===== config.mk =====
export PLATFORM = sky130hd
export DESIGN_NAME = adc_sample_sequencer
export DESIGN_NICKNAME = d
export VERILOG_FILES = /design/src/rtl/adc_seq_pkg.sv /design/src/rtl/adc_dc_block.sv /design/src/rtl/adc_sample_sequencer.sv
export SDC_FILE = /design/constraint.sdc
export NUM_CORES = 1
export LEC_CHECK = 0
export BUFFER_PORTS_ARGS = -buffer_cell sky130_fd_sc_hd__buf_2
export CORE_ASPECT_RATIO = 1.25
export CORE_MARGIN = 1
export CORE_UTILIZATION = 45
export CTS_BUF_LIST = sky130_fd_sc_hd__clkbuf_2
export CTS_CLUSTER_DIAMETER = 80
export DETAILED_ROUTE_END_ITERATION = 6
export GPL_ROUTABILITY_DRIVEN = 0
export GPL_TIMING_DRIVEN = 0
export PLACE_DENSITY = 0.78
export SLEW_MARGIN = 10
export SYNTH_ARGS = -nofsm -noshare
export SYNTH_HDL_FRONTEND = slang
export SYNTH_SLANG_ARGS = --single-unit

===== constraint.sdc =====
create_clock -name clock_clk -period 1.9 [get_ports clock_clk]
set_clock_uncertainty 0.15 [all_clocks]
set_input_delay 0.285 -clock clock_clk [delete_from_list [all_inputs] [get_ports clock_clk]]
set_output_delay 0.285 -clock clock_clk [all_outputs]
set_load 0.05 [all_outputs]

===== src/rtl/adc_seq_pkg.sv =====
// Shared types and helpers for the ADC sample sequencer: FSM states, widths,
// offset-binary conversion and 12-bit saturation.
package adc_seq_pkg;

    localparam int ADC_DATA_W = 12;
    localparam int ADC_CH_W   = 5;

    typedef enum logic [1:0] {
        IDLE,
        WAIT_TICK,
        CMD,
        RESP
    } seq_state_t;

    typedef struct packed {
        logic [ADC_CH_W-1:0]   channel;
        logic [ADC_DATA_W-1:0] data;
    } adc_resp_t;

    // Offset-binary to two's complement is just an MSB flip (code - 2048).
    function automatic logic [ADC_DATA_W-1:0] offset_to_signed(input logic [ADC_DATA_W-1:0] code);
        return {~code[ADC_DATA_W-1], code[ADC_DATA_W-2:0]};
    endfunction

    function automatic logic [ADC_DATA_W-1:0] sat12(input logic signed [ADC_DATA_W+1:0] v);
        if (v > 14'sd2047)
            return 12'h7ff;
        else if (v < -14'sd2048)
            return 12'h800;
        else
            return v[ADC_DATA_W-1:0];
    endfunction

endpackage


===== src/rtl/adc_dc_block.sv =====
// DC tracker: leaky accumulator of captured samples; output is the sample
// minus the tracked mean, saturated to 12 bits. Purely combinational output.
module adc_dc_block
    import adc_seq_pkg::*;
#(
    parameter int DC_SHIFT = 10
) (
    input  logic                         clock_clk,
    input  logic                         reset_sink_reset,
    input  logic                         capture,
    input  logic signed [ADC_DATA_W-1:0] x,
    output logic        [ADC_DATA_W-1:0] y
);

    localparam int ACC_W = ADC_DATA_W + DC_SHIFT;

    logic signed [ACC_W-1:0]      acc;
    logic signed [ACC_W-1:0]      mean;
    logic signed [ACC_W-1:0]      acc_nxt;
    logic signed [ADC_DATA_W+1:0] diff;

    // mean always fits in 12 signed bits, so the narrowing cast is lossless
    always_comb begin
        mean    = acc >>> DC_SHIFT;
        acc_nxt = acc + ACC_W'(x) - mean;
        diff    = (ADC_DATA_W+2)'(x) - (ADC_DATA_W+2)'(mean);
        y       = sat12(diff);
    end

    always_ff @(posedge clock_clk) begin
        if (reset_sink_reset)
            acc <= '0;
        else if (capture)
            acc <= acc_nxt;
    end

endmodule


===== src/rtl/adc_sample_sequencer.sv =====
// Rate-driven command issuer / response collector for the modular ADC.
// Build option ADC_DCBLOCK_EN inserts the DC tracker on the sample path.
module adc_sample_sequencer
    import adc_seq_pkg::*;
#(
    parameter int CHANNEL  = 1,
    parameter int RATE_DIV = 50,
    parameter int TIMEOUT  = 64,
    parameter int DC_SHIFT = 10
) (
    input  logic                  clock_clk,
    input  logic                  reset_sink_reset,
    input  logic                  enable,
    output logic                  command_valid,
    output logic [ADC_CH_W-1:0]   command_channel,
    output logic                  command_startofpacket,
    output logic                  command_endofpacket,
    input  logic                  command_ready,
    input  logic                  response_valid,
    input  logic [ADC_CH_W-1:0]   response_channel,
    input  logic [ADC_DATA_W-1:0] response_data,
    input  logic                  response_startofpacket,
    input  logic                  response_endofpacket,
    output logic                  sample_valid,
    output logic [ADC_DATA_W-1:0] sample_data,
    input  logic                  sample_ready,
    output logic                  overrun,
    output logic                  tick_miss,
    output logic                  timeout_err,
    input  logic                  err_clear
);

    localparam int RC_W = $clog2(RATE_DIV);
    localparam int TO_W = $clog2(TIMEOUT);

    if (RATE_DIV < 8 || DC_SHIFT < 1) begin : g_bad_cfg
        $error("adc_sample_sequencer: RATE_DIV must be >= 8 and DC_SHIFT >= 1");
    end

    seq_state_t                    state, state_nxt;
    logic [RC_W-1:0]               rate_cnt;
    logic [TO_W-1:0]               to_cnt;
    logic                          tick, cap, to_hit, busy;
    logic signed [ADC_DATA_W-1:0]  x;
    logic [ADC_DATA_W-1:0]         y;
    adc_resp_t                     rsp;
    logic                          unused;

    assign unused = &{1'b0, response_startofpacket, response_endofpacket};

    assign rsp    = '{channel: response_channel, data: response_data};
    assign tick   = enable && (rate_cnt == RC_W'(RATE_DIV - 1));
    assign busy   = (state == CMD) || (state == RESP);
    assign cap    = (state == RESP) && response_valid && (rsp.channel == ADC_CH_W'(CHANNEL));
    // a response landing on the last wait cycle still counts
    assign to_hit = (state == RESP) && !cap && (to_cnt == TO_W'(TIMEOUT - 1));
    assign x      = offset_to_signed(rsp.data);

`ifdef ADC_DCBLOCK_EN
    adc_dc_block #(.DC_SHIFT(DC_SHIFT)) u_dc (
        .clock_clk       (clock_clk),
        .reset_sink_reset(reset_sink_reset),
        .capture         (cap),
        .x               (x),
        .y               (y)
    );
`else
    assign y = x;
`endif

    always_ff @(posedge clock_clk) begin
        if (reset_sink_reset || !enable || tick)
            rate_cnt <= '0;
        else
            rate_cnt <= rate_cnt + RC_W'(1);
    end

    always_ff @(posedge clock_clk) begin
        if (reset_sink_reset) begin
            state  <= IDLE;
            to_cnt <= '0;
        end else begin
            state  <= state_nxt;
            to_cnt <= (state == RESP) ? to_cnt + TO_W'(1) : '0;
        end
    end

    always_comb begin
        state_nxt     = state;
        command_valid = 1'b0;
        case (state)
            IDLE:      if (enable) state_nxt = WAIT_TICK;
            WAIT_TICK: begin
                if (!enable)   state_nxt = IDLE;
                else if (tick) state_nxt = CMD;
            end
            CMD: begin
                command_valid = 1'b1;
                if (command_ready) state_nxt = RESP;
            end
            RESP:      if (cap || to_hit) state_nxt = enable ? WAIT_TICK : IDLE;
            default:   state_nxt = IDLE;
        endcase
    end

    assign command_channel       = command_valid ? ADC_CH_W'(CHANNEL) : '0;
    assign command_startofpacket = command_valid;
    assign command_endofpacket   = command_valid;

    // single-entry output register; a capture may refill it on the draining cycle
    always_ff @(posedge clock_clk) begin
        if (reset_sink_reset) begin
            sample_valid <= 1'b0;
            sample_data  <= '0;
        end else if (cap && (!sample_valid || sample_ready)) begin
            sample_valid <= 1'b1;
            sample_data  <= y;
        end else if (sample_valid && sample_ready) begin
            sample_valid <= 1'b0;
        end
    end

    always_ff @(posedge clock_clk) begin
        if (reset_sink_reset) begin
            overrun     <= 1'b0;
            tick_miss   <= 1'b0;
            timeout_err <= 1'b0;
        end else begin
            overrun     <= (cap && sample_valid && !sample_ready) || (overrun && !err_clear);
            tick_miss   <= (tick && busy) || (tick_miss && !err_clear);
            timeout_err <= to_hit || (timeout_err && !err_clear);
        end
    end

endmodule


== Word level (Yosys, flattened, before mapping) ==
Cells that the tools add are included.

* Flip-flop bits (word level): 30
* Latch bits: 0
* Bits in writable memories: 0
* Memory bits (read-only): 0
* Bits of input ports: 26
* Output and inout bits: 24
* Logic and storage cells: 63
* Memories: 0

* $add $sub $neg: 2
* Multipliers: 0
* Divide/modulo/power cells: 0
* Order comparisons: 0
* Equality and inequality tests: 10
* Shift operators: 0
* Mux-type cells: 11
* Bitwise operators: 2
* Reduce and logical (&&, ||, !) cells: 30

{| class="wikitable"
|+ Operators by type and width
! operator !! number
|-
| 1-bit logical AND || 13
|-
| 6-bit by 1-bit adder with 6-bit output, second input constant || 2
|-
| 6-bit equality test, second input constant || 2
|-
| 2-bit two-way mux || 5
|-
| 1-bit logical OR || 8
|-
| 2-bit case mux with 4 select lines || 1
|-
| 5-bit by 1-bit equality test with 1-bit output, second input constant || 1
|-
| 1-bit zero test || 5
|-
| 1-bit two-way mux || 5
|-
| 2-bit equality test, second input constant || 2
|-
| 2-bit != test, second input constant || 2
|-
| 4-bit AND reduction || 1
|-
| 3-bit != test, second input constant || 1
|-
| 2-bit by 1-bit equality test with 1-bit output, second input constant || 1
|-
| 2-bit zero test || 1
|-
| 2-bit by 1-bit != test with 1-bit output, second input constant || 1
|-
| 1-bit inverter || 2
|-
| 2-bit nonzero test || 1
|-
| 2-bit OR reduction || 1
|}

== Longest topological paths before layout ==
Gate-level depths: netlist (run 1).

* Word-level depth: 9
* Gate-level depth with buffers: 6

== Worst setup path after synthesis (run 1) ==
No wires, ideal clock.

* Path type: register -> register
* Start point: reg sample_valid
* End point: reg sample_data[11]
* Setup time: 0.116 ns
* Arrival time: 1.679 ns
* Required time: 1.634 ns
* Setup slack: -0.044 ns
* Cell stages (with the launch flop): 6
* Buffers on the path: 2
* Period minus slack after synthesis: 1.944 ns
* Cell sequence: dfxtp_1 -> nor2b_1 -> or4b_4 -> buf_6 -> buf_12 -> a31o_1

* Cells in the longest elaborated chain, start to end: 3

{| class="wikitable"
|+ Ends and longest elaborated chain
! what !! line !! text
|-
| start: declaration || adc_sample_sequencer.sv:24 || <nowiki>output logic sample_valid,</nowiki>
|-
| start signal: assignment || adc_sample_sequencer.sv:113 || <nowiki>sample_valid <= 1'b0;</nowiki>
|-
| start signal: assignment || adc_sample_sequencer.sv:116 || <nowiki>sample_valid <= 1'b1;</nowiki>
|-
| start signal: assignment || adc_sample_sequencer.sv:119 || <nowiki>sample_valid <= 1'b0;</nowiki>
|-
| 1-bit zero test || adc_sample_sequencer.sv:115 || <nowiki>end else if (cap && (!sample_valid || sample_ready)) begin</nowiki>
|-
| 1-bit logical OR || adc_sample_sequencer.sv:115 ||
|-
| 1-bit logical AND || adc_sample_sequencer.sv:115 ||
|-
| end signal: assignment || adc_sample_sequencer.sv:117 || <nowiki>sample_data <= y;</nowiki>
|-
| end: declaration || adc_sample_sequencer.sv:25 || <nowiki>output logic [ADC_DATA_W-1:0] sample_data,</nowiki>
|}

No other way between the ends.
A chain may end at the register's enable or synchronous reset.

== Final worst setup path (run 1) ==
* Start point: reg sample_valid
* End point: reg sample_data[8]

The elaborated chain is that of the path after synthesis.

==> results.toml, run 1 <==
[global_route]
grt.total_usage_pct = 19.6
grt_start_max_net_pins = 11
antenna_found_initial = 0
grt_pass1_wl_mm = 4.35
grt_overflow = 0
grt_use_met3_pct = 7.90
global_route.usage.met1_pct = 18.3
grt_use_met2_pct = 36.3
grt_pass1_vias = 1070
busiest_layer = "met2"

[synth]
ys_seq_area_share_pct = 47.0
synth.distinct_cells = 33
yosys.area_share.adder_pct = 2.94
yosys_register_bits = 30
syn_area_sq_mm = 0.00128
synthFlopType = "dfxtp_1"
yosysWarnings = 0
synth.area.mux_share_pct = 8.61
synth_simple_gate_area_share_pct = 21.2
yosys-top-cells-count = "30 x dfxtp_1, 26 x nor2_1, 11 x mux2i_1, 8 x nand3_1, 7 x buf_4"
synth_compound_area_share_pct = 5.87
avgSynthCellArea_sq_um = 9.76
yosys.area.top_type = "dfxtp_1"
synth_top_family_by_area = "simple AND/OR/NAND/NOR gates"
yosys.cell_count.top_type = "dfxtp_1"
netlist.area_leader.share_pct = 47.0
synthTopCellsByArea = "dfxtp_1 47%, mux2i_1 8.6%, nor2_1 7.6%, buf_4 4.1%, xor2_1 3.4%"
synth_xor_area_share_pct = 5.48
synth-async-reset-ratio_pct = 0
synth_edf_count = 0
postSynthCellCount = 131

[route]
wl_per_cell_microns = 12.3
vias = 1115
wirelength_mm = 2.79
drc = 0
viasPerCell = 4.91
drt-initial-drc-count = 12
firstDrtPassIters = 4
drtAntennaViolNets = 0

[pwr]
leakagePower_nw = 0.866
pwr_density_cell_mw_per_mm2 = 681
combPwrFrac_pct = 7.6
sw_frac_of_total_pct = 23.3
intPower_uw = 893
sequentialPowerShare_pct = 54.5
total_power_mw = 1.17
power_frac_clock_pct = 37.9
switchingPower_uw = 272
peakVddDrop_v = 0.000759

[die]
io_pins = 50
die_area_sq_mm = 0.00306
core_region_area_sq_mm = 0.00268
std_cell_rows = 21
die_h_microns = 61.6
initial_core_util_pct = 47.7
dieWidth_microns = 49.7

[clock_tree]
clkLatencyLatePin_ns = 0.36
cts_sinks = 30
cts_root_buf = "clkbuf_2"
clk_pin_slew_ns = 0.16
clockBufferDepth = 2
post_cts_buffers = 0
cts_tree = "done"
cts_made_buffers = 5
htree_levels = 2

[place]
place_area_sq_mm = 0.00154
io_buffers = 42
place_ws_ns = -0.0380
dp_cells = 210
hpwl_mm = 1.88

[sta]
layout_setup_ws_ns = 0.0845
hold_viol = 0
final_max_slew_viol_count = 0
rsz0062_at_grt = "no"
finalSetupViolCount = 0
setup_tns_ns = 0
post-route-min-period_ns = 1.82
final.period_utilization_pct = 95.6
fin_hold_ws_ns = 0.0352
timing.fmax_mhz = 551

[critical_path]
crit_path_end_kind = "register"
critical_path_required_ns = 2.01
path_class = "register to register"
crit_arrival_ns = 1.93
cp_max_fo = 10
cp-start-kind = "register"

[finish]
area_delta_synth_final_pct = 33.9
nFillCells = 224
finish.instance_area_sq_mm = 0.00171
nNetsFinal = 221
layout-drive-gt1-share_pct = 33.7
final_util_pct = 63.9
antenna_cells = 0
layoutNonFillerInstCount = 227

[min_path]
hp-class = "input port to register"

[job]
max_cap_violations = 0

[run_status]
status = "completed"
## sequential cells by signal, summed over array words and instances (netlist names), named ones only
| signal | cells |
|---|---|
| sample_data | 12 |
| timeout_err | 1 |
| rate_cnt | 6 |
| sample_valid | 1 |
| overrun | 1 |
| tick_miss | 1 |
| state | 1 |
| to_cnt | 6 |
## power by group through the flow
stage / logic (mW) / clock network (mW) / registers [mW]
finish: 0.0887 / 0.442 / 0.635
global route: 0.0951 / 0.493 / 0.636
CTS: 0.0851 / 0.454 / 0.636
detailed placement: 0.0722 / 0 / 0.649
global placement: 0.0703 / 0 / 0.649
floorplan: 0.0427 / 0 / 0.649
## path summary, 6_finish.rpt
check        slack [ns]        endpoint  cells past startpoint        startpoint
max reg2reg        0.08  sample_data[8]                      6      sample_valid
min reg2reg        0.31         overrun                      2           overrun
min                0.04  sample_data[4]                      3  response_data[4]
max                0.08  sample_data[8]                      6      sample_valid
## critical path: stages (launching register included)
cell     delay (ns)
dfxtp_2        0.35
nor2b_1        0.15
or4b_4         0.54
buf_6          0.15
buf_12         0.14
mux2i_1        0.18
nor2_1         0.05
## layout by cell type (no fill, tap or decap), drive strengths merged, types with 4 or more instances in the layout
| cell type | n |
|---|---|
| inv | 5 |
| nor2 | 26 |
| dlygate4sd3 | 9 |
| nand3 | 8 |
| clkbuf | 10 |
| conb | 4 |
| mux2i | 11 |
| dfxtp | 30 |
| xor2 | 5 |
| buf | 48 |
## routing by layer
metal / vias to the layer above / routed length (microns) / part of all wire, %
li1: 559 / - / -
met2: 40 / 1450 / 52
met1: 508 / 1110 / 40
met4: 0 / 80 / 2.9
met3: 8 / 151 / 5.4
met5: - / 0 / 0
## final cells by class
type	count	area (sq um)	share of cell area, %
Sequential cell	30	607	35.5
Multi-Input combinational cell	88	579	33.8
Timing Repair Buffer	51	308	18.0
Buffer	11	91.3	5.34
Tap cell	34	42.5	2.49
Clock inverter	3	40.0	2.34
Clock buffer	5	25.0	1.46
Inverter	5	18.8	1.10
## cell families (layout without fill, tap and decap cells)
kind of cell,after synthesis,count (layout)
compound gates,11,11
xor+xnor,8,8
fa+ha+maj,3,3
buf+inv,16,75
flops,30,30
mux,11,11
other cells,1,4
simple gates,51,51
## repair_timing
item | 4_1_cts | 5_1_grt
gates resized for setup | 0 | 7
endpoints found under the setup margin | 0 | 14
hold buffers | 8 | 1
hold endpoints to repair | 8 | 1
Power figures use the tool's default switching activity.
==> run 2: changes to the inputs <==
Settings changed: CELL_PAD_IN_SITES_DETAIL_PLACEMENT from default to 2, CELL_PAD_IN_SITES_GLOBAL_PLACEMENT from default to 2, CORE_UTILIZATION 45 to 29, PLACE_DENSITY 0.78 to 0.84.
==> run 2 against run 1 <==
  * Global-route usage is 3.1 points lower
  * Register-to-register slack hardly changed
  * Final cell count is 7.5% higher
  * Critical endpoint unchanged
  * Largest cell class unchanged
==> results.toml, run 2 (synthesis gave the netlist of run 1 again) <==
[sta]
final_max_slew_viol_count = 0
final.period_utilization_pct = 95.5
timing.fmax_mhz = 551
finalSetupViolCount = 0
fin_hold_ws_ns = 0.0225
rsz0062_at_grt = "no"
hold_viol = 0
post-route-min-period_ns = 1.81

[route]
wirelength_mm = 3.48
wl_per_cell_microns = 14.3
drc = 0
drtAntennaViolNets = 0
firstDrtPassIters = 4
drt-initial-drc-count = 29
viasPerCell = 4.53
vias = 1106

[critical_path]
cp_cell_sequence = "nor2b_1, or4b_4, buf_6, buf_12, mux2i_1, nor2_1"
path_delay_family = "simple AND/OR/NAND/NOR gates"
path_class = "register to register"
r2r_cells = 6
cp_max_fo = 10
crit_arrival_ns = 1.91
critPathMaxStageDelay_ns = 0.54
r2r-start = "sample_valid"
ff2ff_setup_slack_ns = 0.09
path_buf_inv = 2
critPathSlowestCell = "or4b_4"
critical_path_required_ns = 2.00
crit_path_end_kind = "register"
cp-start-kind = "register"
r2r-end = "sample_data[8]"

[global_route]
antenna_found_initial = 0
grt_overflow = 0
grt_start_max_net_pins = 11
grt.total_usage_pct = 16.4
grt_pass1_vias = 1199
grt_pass1_wl_mm = 5.55

[die]
io_pins = 50
std_cell_rows = 26
die_h_microns = 76.2
initial_core_util_pct = 30.7
die_area_sq_mm = 0.00468
core_region_area_sq_mm = 0.00416
dieWidth_microns = 61.4

[min_path]
holdPathStages = 3
hp-class = "input port to register"
hold_end = "sample_data[0]"
min-delay-start = "response_data[0]"

[place]
place_area_sq_mm = 0.00157
io_buffers = 42
hpwl_mm = 2.73

[finish]
largest_reg_flops = 12
reg_top3 = "sample_data: 12 flops, rate_cnt: 6 flops, to_cnt: 6 flops"
finish.instance_area_sq_mm = 0.00166
largest_register = "sample_data"
antenna_cells = 0
nFillCells = 497
area_delta_synth_final_pct = 29.8
layout_common_cells = "39 x buf_2, 27 x dfxtp_1, 26 x nor2_1"
layout_commonest_cell = "buf_2"
layout-drive-gt1-share_pct = 33.5
nNetsFinal = 216

[pwr]
leakagePower_nw = 0.837
total_power_mw = 1.02
switchingPower_uw = 257
combPwrFrac_pct = 8.1
intPower_uw = 760
peakVddDrop_v = 0.000268
pwr_density_cell_mw_per_mm2 = 612
sw_frac_of_total_pct = 25.3
sequentialPowerShare_pct = 62.6
power_frac_clock_pct = 29.3

[clock_tree]
cts_tree = "done"
clk_pin_slew_ns = 0.15
cts_made_buffers = 5
clockBufferDepth = 2
cts_sinks = 30
cts_root_buf = "clkbuf_2"
clkLatencyLatePin_ns = 0.35
htree_levels = 2

[run_status]
status = "completed"

[job]
max_cap_violations = 0
[run 2: area by class of cell]
class / instances / area (sq um) / share of cell area (%)
sequential: 30 / 604 / 36.4
clock inverter: 2 / 8.76 / 0.528
timing repair buffer: 46 / 258 / 15.5
inverter: 5 / 18.8 / 1.13
clock buffer: 6 / 30.0 / 1.81
tap: 56 / 70.1 / 4.22
multi-input combinational: 88 / 579 / 34.9
buffer: 11 / 91.3 / 5.50
[run 2: worst min-delay path: cells and delay by family]
kind	cells	cell delay, ns
AND/OR/NAND/NOR	1	0.09
buffers and inverters	1	0.08
multiplexers	1	0.06
[run 2: power groups by stage]
stage	clock network [mW]	registers [mW]	logic, mW
after detailed placement	0	0.650	0.0754
after global routing	0.342	0.638	0.0901
after CTS	0.312	0.636	0.0824
final	0.298	0.636	0.0825
after floorplan	0	0.649	0.0427
after global placement	0	0.649	0.0723
[run 2: what timing repair did]
| item | CTS | global route |
|---|---|---|
| pin swaps | 0 | 0 |
| endpoints found under the hold margin | 4 | 0 |
| buffers inserted | 0 | 0 |
| resized for setup | 4 | 1 |
| endpoints found under the setup margin | 5 | 4 |
| gates cloned | 0 | 0 |
| hold buffers | 4 | 0 |
[run 2: per-layer routing]
metal	wire (microns)	up-vias	track usage [%]
li1	-	546	-
met1	1260	521	15.0
met2	2000	34	32.2
met3	173	5	4.24
met4	54	0	6.00
met5	0	-	0
[run 2: through the flow]
stage          std cells  util (%)  setup TNS (ns)  setup WS, ns
6_report             244      39.9               0        0.0859
5_1_grt              244      39.9               0        0.0125
4_1_cts              244      39.8               0        0.0381
3_5_place_dp         232      37.7          -0.235       -0.0480
3_3_place_gp         232      37.7               0       0.00975
2_1_floorplan        134         -               0        0.0686
[run 2: worst max path at each step]
stage                             start                     to  slack (ns)  cells past startpoint
global route                   register  command_startofpacket        0.01                      4
floorplan                  sample_valid        sample_data[11]        0.07                      5
CTS                            state[0]  command_startofpacket        0.04                      4
detailed placement  response_channel[3]         sample_data[5]       -0.05                      7
finish                     sample_valid         sample_data[8]        0.09                      6
global placement    response_channel[3]         sample_data[5]        0.01                      7
==> run 3: changes to the inputs <==
Clock period 1.9 ns to 2 ns, I/O delays scaled along.
==> run 3 against run 2 <==
  * Total power up 8.2%
  * Hold slack better by 0.0053 ns
  * Critical path depth down 2
  * Sequential power down 4.9%
  * Clock-buffer cell count down 1
  * Non-clock buffer count down 3
  * Final cell count down 1.2%
  * Via count down 0.54%
  * First-iteration DRC count down 41%
  * Critical endpoint is now command_valid
  * Highest routed layer unchanged
==> results.toml, run 3 (synthesis gave the netlist of run 1 again) <==
[run_status]
status = "completed"

[critical_path]
path_class = "register to output pin"
critPathMaxStageDelay_ns = 0.38
ff2ff_setup_slack_ns = 0.18
crit_path_end_kind = "output pin"
cp_max_fo = 6
critical_path_required_ns = 1.55
cp_cell_sequence = "nand2b_1, inv_1, buf_4, clkbuf_4"
cp-start-kind = "register"
critPathSlowestCell = "dfxtp_2"
crit_arrival_ns = 1.42
path_delay_family = "buffers and inverters"
path_buf_inv = 3

[pwr]
pwr_density_cell_mw_per_mm2 = 664
combPwrFrac_pct = 6.7
sequentialPowerShare_pct = 55.0
leakagePower_nw = 0.835
intPower_uw = 840
switchingPower_uw = 260
sw_frac_of_total_pct = 23.6
peakVddDrop_v = 0.000291
power_frac_clock_pct = 38.4

[finish]
layout-drive-gt1-share_pct = 34.1
nFillCells = 501
antenna_cells = 0
largest_register = "sample_data"
layout_common_cells = "39 x buf_2, 28 x dfxtp_1, 26 x nor2_1"
final_util_pct = 39.8
area_delta_synth_final_pct = 29.5
finish.instance_area_sq_mm = 0.00166
reg_top3 = "sample_data: 12 flops, rate_cnt: 6 flops, to_cnt: 6 flops"
nNetsFinal = 213
largest_reg_flops = 12
layout_commonest_cell = "buf_2"

[place]
place_area_sq_mm = 0.00157
place_ws_ns = 0.0348
hpwl_mm = 2.74
io_buffers = 42

[global_route]
grt_pass1_wl_mm = 5.44
global_route.usage.met1_pct = 15.6
grt_overflow = 0
grt_pass1_vias = 1205
busiest_layer = "met2"
grt_start_max_net_pins = 11
antenna_found_initial = 0
grt_use_met3_pct = 4.92
grt.total_usage_pct = 15.7
grt_use_met2_pct = 29.0

[route]
drtAntennaViolNets = 0
wirelength_mm = 3.43
viasPerCell = 4.56
drt-initial-drc-count = 17
wl_per_cell_microns = 14.2
drc = 0
firstDrtPassIters = 2
vias = 1100

[clock_tree]
cts_root_buf = "clkbuf_2"
htree_levels = 2
clkLatencyLatePin_ns = 0.36
clk_pin_slew_ns = 0.17
post_cts_buffers = 0
clockBufferDepth = 2
cts_made_buffers = 5
cts_tree = "done"
cts_sinks = 30

[min_path]
hp-class = "input port to register"

[die]
die_h_microns = 76.2
std_cell_rows = 26
dieWidth_microns = 61.4
initial_core_util_pct = 30.7
io_pins = 50
die_area_sq_mm = 0.00468
core_region_area_sq_mm = 0.00416

[job]
max_cap_violations = 0

[sta]
post-route-min-period_ns = 1.87
layout_setup_ws_ns = 0.133
setup_tns_ns = 0
final.period_utilization_pct = 93.4
rsz0062_at_grt = "no"
final_max_slew_viol_count = 0
hold_viol = 0
timing.fmax_mhz = 536
finalSetupViolCount = 0
[run 3: changes by cell type in the layout (fill, tap and decap cells not counted), sizes merged]
cell,change
bufinv,+1
buf,-3
clkbuf,+2
dlygate4sd3,-3
[run 3: per-layer routing]
layer  up-vias  wire length [microns]
li1        538                      -
met1       519                   1350
met2        37                   1830
met3         6                    207
met4         0                     46
met5         -                      0
[run 3: final timing paths]
check / to / start / cells past startpoint
hold / removal: sample_data[7] / response_data[7] / 3
setup reg to reg: sample_data[3] / sample_valid / 6
hold reg to reg: overrun / overrun / 2
setup / recovery: command_valid / state[0] / 4
[run 3: through the flow]
stage / power (mW) / std cells / hold slack [ns]
after floorplan: 0.657 / 134 / 0.274
after global routing: 1.15 / 241 / 0.00574
after detailed placement: 0.689 / 232 / 0.306
final: 1.10 / 241 / 0.0278
after global placement: 0.685 / 232 / 0.293
after CTS: 1.12 / 240 / 0.00280
[run 3: power by group through the flow]
stage               Clock [mW]  Sequential [mW]  Combinational, mW
floorplan                    0            0.616             0.0406
global placement             0            0.617             0.0684
detailed placement           0            0.617             0.0719
CTS                      0.438            0.605             0.0722
global route             0.468            0.606             0.0798
finish                   0.422            0.605             0.0732
[run 3: layout make-up]
class	count	area, sq um	area share [%]
timing repair buffer	43	228	13.8
buffer	11	91.3	5.52
clock buffer	5	25.0	1.51
inverter	5	18.8	1.13
sequential	30	603	36.4
clock inverter	3	40.0	2.42
multi-input combinational	88	579	35.0
tap	56	70.1	4.23
[run 3: worst register-to-register path, delay by kind of cell (launching register included)]
kind,cells,cell delay [ns]
buffers and inverters,2,0.29
DFF,1,0.34
muxes,1,0.17
and+or+nand+nor,3,0.75
[run 3: repair_timing]
item | CTS | global route
hold buffers | 0 | 1
endpoints found under the hold margin | 0 | 1
setup endpoints to repair | 0 | 3
gates resized for setup | 0 | 5
